==> config.mk <==
export PLATFORM = sky130hd
export DESIGN_NAME = ffd_bank_arbiter
export DESIGN_NICKNAME = d
export VERILOG_FILES = /design/src/rtl/ffd_bank_arbiter.sv
export SDC_FILE = /design/constraint.sdc
export NUM_CORES = 1
export LEC_CHECK = 0
export BUFFER_PORTS_ARGS = -buffer_cell sky130_fd_sc_hd__clkbuf_2
export CAP_MARGIN = 15
export CORE_AREA = 2 2 100 73
export DETAILED_ROUTE_END_ITERATION = 8
export DIE_AREA = 0 0 102 75
export GPL_TIMING_DRIVEN = 0
export PLACE_DENSITY = 0.77
export SYNTH_ARGS = -nofsm -noshare
export SYNTH_HDL_FRONTEND = slang
export SYNTH_SLANG_ARGS = --single-unit
==> constraint.sdc <==
create_clock -name clk -period 2.5 [get_ports clk]
set_clock_uncertainty 0.15 [all_clocks]
set_input_delay 0.125 -clock clk [delete_from_list [all_inputs] [get_ports clk]]
set_output_delay 0.125 -clock clk [all_outputs]
set_load 0.01 [all_outputs]
==> src/rtl/ffd_bank_arbiter.sv <==
// ffd_bank_arbiter
//   Round-robin arbiter and sequencer in front of a shared WIDTH-bit bank of
//   D flip-flop cells. Each of NREQ requesters posts a command (load, set all,
//   clear all, or the illegal code 11). One requester is granted at a time.
//   The block drives the bank strobes for exactly one cycle and then
//   acknowledges the requester. Sequence: IDLE -> ISSUE -> ACK -> IDLE, which
//   is one command every three cycles.
//
// Ports
//   clk       in   rising-edge clock
//   reset     in   asynchronous, active-low reset
//   req       in   [NREQ]        per-requester request level
//   op        in   [2*NREQ]      per-requester command, [2i+1:2i]
//                                00 load, 01 set all, 10 clear all, 11 illegal
//   wdata     in   [WIDTH*NREQ]  per-requester load data, [WIDTH*i +: WIDTH]
//   gnt       out  [NREQ]        one-hot grant, held through ISSUE and ACK
//   ack       out  [NREQ]        one-hot single-cycle acknowledge
//   err       out                pulses with ack when the granted op was 11
//   busy      out                high whenever the sequencer is not idle
//   bank_d    out  [WIDTH]       bank D data, zero unless bank_en is high
//   bank_en   out                bank load strobe
//   bank_set  out                bank set-all strobe
//   bank_clr  out                bank clear-all strobe
//
// All outputs are registered.
module ffd_bank_arbiter #(
    parameter int unsigned WIDTH = 8,
    parameter int unsigned NREQ  = 4
) (
    input  logic                    clk,
    input  logic                    reset,
    input  logic [NREQ-1:0]         req,
    input  logic [2*NREQ-1:0]       op,
    input  logic [WIDTH*NREQ-1:0]   wdata,
    output logic [NREQ-1:0]         gnt,
    output logic [NREQ-1:0]         ack,
    output logic                    err,
    output logic                    busy,
    output logic [WIDTH-1:0]        bank_d,
    output logic                    bank_en,
    output logic                    bank_set,
    output logic                    bank_clr
);

    localparam int unsigned PTR_W = $clog2(NREQ);

    typedef enum logic [1:0] {
        S_IDLE,
        S_ISSUE,
        S_ACK
    } state_t;

    typedef enum logic [1:0] {
        OP_LOAD = 2'b00,
        OP_SET  = 2'b01,
        OP_CLR  = 2'b10,
        OP_ILL  = 2'b11
    } op_t;

    state_t             state_q, state_d;
    logic [PTR_W-1:0]   ptr_q, ptr_d;
    logic [PTR_W-1:0]   idx_q, idx_d;
    op_t                op_q, op_d;
    logic [NREQ-1:0]    gnt_q, gnt_d;
    logic [NREQ-1:0]    ack_q, ack_d;
    logic               err_q, err_d;
    logic               busy_q, busy_d;
    logic [WIDTH-1:0]   bank_d_q, bank_d_d;
    logic               bank_en_q, bank_en_d;
    logic               bank_set_q, bank_set_d;
    logic               bank_clr_q, bank_clr_d;

    // Per-requester views of the packed command and data buses.
    logic [1:0]         op_a   [NREQ];
    logic [WIDTH-1:0]   data_a [NREQ];

    logic               arb_hit;
    logic [PTR_W-1:0]   arb_idx;
    op_t                arb_op;
    logic [WIDTH-1:0]   arb_data;

    always_comb begin
        for (int unsigned i = 0; i < NREQ; i++) begin
            op_a[i]   = op[2*i +: 2];
            data_a[i] = wdata[WIDTH*i +: WIDTH];
        end
    end

    // Rotating priority search: candidates visited in order ptr, ptr+1, ...
    // modulo NREQ. The sum carries one extra bit so the wrap is exact for
    // NREQ values that are not a power of two.
    always_comb begin
        arb_hit  = 1'b0;
        arb_idx  = '0;
        arb_op   = OP_LOAD;
        arb_data = '0;
        for (int unsigned i = 0; i < NREQ; i++) begin
            logic [PTR_W:0]   sum;
            logic [PTR_W-1:0] cand;
            sum = {1'b0, ptr_q} + (PTR_W+1)'(i);
            if (sum >= (PTR_W+1)'(NREQ)) begin
                sum = sum - (PTR_W+1)'(NREQ);
            end
            cand = sum[PTR_W-1:0];
            if (!arb_hit && req[cand]) begin
                arb_hit  = 1'b1;
                arb_idx  = cand;
                arb_op   = op_t'(op_a[cand]);
                arb_data = data_a[cand];
            end
        end
    end

    // State register together with all registered outputs.
    always_ff @(posedge clk or negedge reset) begin
        if (!reset) begin
            state_q    <= S_IDLE;
            ptr_q      <= '0;
            idx_q      <= '0;
            op_q       <= OP_LOAD;
            gnt_q      <= '0;
            ack_q      <= '0;
            err_q      <= 1'b0;
            busy_q     <= 1'b0;
            bank_d_q   <= '0;
            bank_en_q  <= 1'b0;
            bank_set_q <= 1'b0;
            bank_clr_q <= 1'b0;
        end else begin
            state_q    <= state_d;
            ptr_q      <= ptr_d;
            idx_q      <= idx_d;
            op_q       <= op_d;
            gnt_q      <= gnt_d;
            ack_q      <= ack_d;
            err_q      <= err_d;
            busy_q     <= busy_d;
            bank_d_q   <= bank_d_d;
            bank_en_q  <= bank_en_d;
            bank_set_q <= bank_set_d;
            bank_clr_q <= bank_clr_d;
        end
    end

    // Next-state logic.
    always_comb begin
        state_d = S_IDLE;
        case (state_q)
            S_IDLE:  state_d = arb_hit ? S_ISSUE : S_IDLE;
            S_ISSUE: state_d = S_ACK;
            S_ACK:   state_d = S_IDLE;
            default: state_d = S_IDLE;
        endcase
    end

    // Output logic. Outputs are registered, so the values for a state are
    // computed here on the transition into it; the strobes therefore appear
    // in the same cycle as the grant.
    always_comb begin
        ptr_d      = ptr_q;
        idx_d      = idx_q;
        op_d       = op_q;
        gnt_d      = '0;
        ack_d      = '0;
        err_d      = 1'b0;
        busy_d     = (state_d != S_IDLE);
        bank_d_d   = '0;
        bank_en_d  = 1'b0;
        bank_set_d = 1'b0;
        bank_clr_d = 1'b0;
        case (state_q)
            S_IDLE: begin
                if (arb_hit) begin
                    idx_d = arb_idx;
                    op_d  = arb_op;
                    gnt_d = NREQ'(1) << arb_idx;
                    case (arb_op)
                        OP_LOAD: begin
                            bank_en_d = 1'b1;
                            bank_d_d  = arb_data;
                        end
                        OP_SET:  bank_set_d = 1'b1;
                        OP_CLR:  bank_clr_d = 1'b1;
                        default: ;
                    endcase
                end
            end
            S_ISSUE: begin
                gnt_d = gnt_q;
                ack_d = gnt_q;
                err_d = (op_q == OP_ILL);
            end
            S_ACK: begin
                ptr_d = (idx_q == PTR_W'(NREQ-1)) ? '0 : idx_q + 1'b1;
            end
            default: ;
        endcase
    end

    assign gnt      = gnt_q;
    assign ack      = ack_q;
    assign err      = err_q;
    assign busy     = busy_q;
    assign bank_d   = bank_d_q;
    assign bank_en  = bank_en_q;
    assign bank_set = bank_set_q;
    assign bank_clr = bank_clr_q;

endmodule

==> flow_metrics.tcl <==
set metrics [dict create \
    outcome "finished, final reports clean" \
    via_per_inst 6.09 \
    drt-met1-wl_um 3640 \
    max_freq_mhz 405 \
    synthArstFlopShare 1.00 \
    detail-route-antenna-nets 0 \
    synth.top_cells.by_area "dfrtp_1 (26%), mux4_2 (15%), mux2i_1 (12%)" \
    grt_antenna_before_repair 0 \
    drtPass1Iterations 4 \
    tightestPinTransition_ns 0.679 \
    routed.top_layer "met4" \
    met2_wirelength_um 3520 \
    initial_core_util 0.421 \
    clkTransAtPathRegs_ns 0.06 \
    r2r_setup_slk_ns 0.03 \
    synth.top_cell.area_share 0.260 \
    relSlewSlack 0.547 \
    grt_use_total 0.214 \
    synth.ff_latch_count 29 \
    dominantRegCellSynth "dfrtp_1" \
    timing.rr.start "ptr_q[1]" \
    timing_max_transition_violations_final 0 \
    cts_root_buffer "clkbuf_8" \
    final.setup.worst_slack_ns 0.0307 \
    postSynthCellCount 257 \
    placed_cells_incl_taps 417 \
    first_pass_grt_wire_length_um 12800 \
    n_antenna_cell 0 \
    routed_wl_um 8020 \
    hpwl_um 5960 \
    cts_max_path_buffers 2 \
    timing.setup.critical_path_class "reg2reg" \
    grt_remaining_overflow 0 \
    synth.most_common_cell "mux2i_1" \
    stdcell_area_um2 3380 \
    final_gp_congestion 0.935 \
    final_net_count 379 \
    layout-drive-gt1-share 0.414 \
    register_area_share_after_synthesis 0.260 \
    cp_max_fo 10 \
    core_area_um2 6630 \
    yosys.area.top_type "dfrtp_1" \
    synthesis.area_um2 2790 \
    leakagePower_uw 0.00143 \
    netlist-cell-type-count 52 \
    ctsHtreeMaxLevel 2 \
    pin_count_of_the_biggest_net_entering_global_routing 30 \
    worstPathArrival_ns 2.48 \
    number_of_maximum_capacitance_constraint_violations 0 \
    worst_slack_at_placement_ns 0.00452 \
    grt_pass1_vias 2461 \
    routed_wire_length_per_instance_um 18.8 \
    cts.sink_count 29 \
    synth.cells.most_frequent "mux2i_1 (33), dfrtp_1 (29), mux4_2 (19), a22oi_1 (18), nand2_1 (16)" \
    drt_drc_violations_left 0 \
    initialDrtViolationCount 277 \
    startpoint_type "flop" \
    setup_violations 0 \
    totalNegativeSetupSlack_ns 0 \
    worst_r2r_path_depth 9 \
    yosysWarnings 0 \
    holdPathStages 5 \
    final_min_period_over_clock_period 0.988 \
    stdcell_count 427 \
    synth-edff-count 0 \
    synth_nets 304 \
    io_pins 67 \
    timing.hold.worst_endpoint "bank_d[5]" \
    post_dp_cell_area_um2 3240 \
    power.ir.vdd_worst_v 0.000434 \
    regToRegEndpoint "bank_d[2]" \
    hold_path.class "in2reg" \
    final-hold-violation-count 0 \
    worstPathRequired_ns 2.51 \
    post_layout_min_period_ns 2.47 \
    dieWidth_um 102 \
    synth.avg_cell_area_um2 10.9 \
    routed-via-count 2602 \
    numPortBuffers 66 \
    flow.area_growth_from_synthesis_pct 21.0 \
    power_per_cell_area_nw_per_um2 1080 \
    insertion_delay_ns 0.27 \
    design.die.area_um2 7650 \
    floorplan.die.height_um 75 \
    hold_path.startpoint "wdata[5]" \
    setup.worst_path.end_class "flop" \
    row_count 25 \
    cts_made_buffers 5 \
    tritoncts "yes" \
    wl_met3_um 762 \
]
-- area by class of cell --
cell class,instances,area (um^2)
Clock buffer,5,68.8
Tap cell,94,118
Clock inverter,3,17.5
Sequential cell,29,727
Fill cell,613,3250
Multi-Input combinational cell,199,1910
Inverter,5,18.8
Buffer,24,170
Timing Repair Buffer,68,348
-- cell families after synthesis --
group,count (synthesis),synth area share
flops,29,0.260
mux,59,0.300
buf+inv,29,0.0659
simple gates,68,0.156
fa+ha+maj,1,0.00448
compound gates,71,0.214
-- cells in the final DEF, fill, tap and decap left out, types with 3 or more instances in the layout --
cell type / Yosys / final
and3b_1: 3 / 3
a32o_1: 3 / 3
a211oi_2: 9 / 6
buf_4: 13 / 13
mux4_2: 19 / 19
nor2_1: 5 / 5
o21bai_1: 4 / 4
buf_2: 3 / 3
o211ai_1: 5 / 5
o31ai_1: 9 / 9
o21ai_0: 3 / 3
nor3b_1: 11 / 11
a211oi_4: 0 / 3
clkbuf_8: 0 / 5
mux2_2: 7 / 7
mux2i_1: 33 / 33
and2_1: 13 / 13
nor2b_1: 4 / 4
a21oi_1: 3 / 3
clkbuf_2: 0 / 67
a32oi_1: 3 / 3
inv_1: 4 / 4
buf_6: 3 / 4
nand2_1: 16 / 16
o21a_1: 4 / 4
dfrtp_1: 29 / 28
a22oi_1: 18 / 18
-- per-layer routing --
metal | up-vias | GRT usage
met3 | 9 | 0.0520
met4 | 0 | 0.0578
met2 | 127 | 0.319
met5 | - | 0
li1 | 1168 | -
met1 | 1298 | 0.314
-- worst max path at each step --
| stage | startpoint | end | slack [ns] | depth (start not counted) |
|---|---|---|---|---|
| 2_1_floorplan | ptr_q[0] | op_q[0] | 0.47 | 7 |
| 4_1_cts | ptr_q[1] | bank_d[1] | 0.07 | 9 |
| 3_5_place_dp | ptr_q[1] | bank_d[1] | 0.005 | 7 |
| 3_3_place_gp | ptr_q[1] | bank_d[1] | 0.03 | 7 |
| 5_1_grt | ptr_q[0] | bank_d[2] | -0.03 | 8 |
| 6_report | ptr_q[1] | bank_d[2] | 0.03 | 9 |
-- critical path: stages (launching register included) --
cell and delay [ns]:
dfrtp_1 0.36, buf_4 0.17, buf_4 0.20, nor2b_1 0.18
o21a_1 0.13, buf_2 0.19, a32oi_1 0.19, nand4_1 0.24
buf_6 0.24, a211oi_2 0.28
-- timing repair --
action | 4_1_cts | 5_1_grt
setup buffers | 0 | 1
hold buffers | 1 | 0
cloned | 0 | 0
resized for setup | 1 | 6
pin swaps | 0 | 1
endpoints found under the setup margin | 3 | 9
endpoints found under the hold margin | 29 | 0
-- through the flow --
step	utilization	power, uW	hold WS, ns
detailed placement	0.488	3170	0.0492
CTS	0.503	3560	0.203
finish	0.509	3650	0.230
floorplan	-	2570	-0.321
global placement	0.488	3120	0.0373
global route	0.509	3910	0.256
-- power by group --
part	internal [uW]	total, uW	switching [uW]
logic	1180	2560	1380
clock network	191	358	167
registers	656	736	80.2
total	2020	3650	1630
-- flip-flops by register name, summed over array words and instances, names as in the netlist --
name      cells
bank_d        8
ack           4
gnt           4
idx_q         2
op_q          2
ptr_q         2
state_q       2
bank_clr      1
bank_en       1
bank_set      1
busy          1
err           1
No activity file was read; power rests on OpenSTA's default activity.
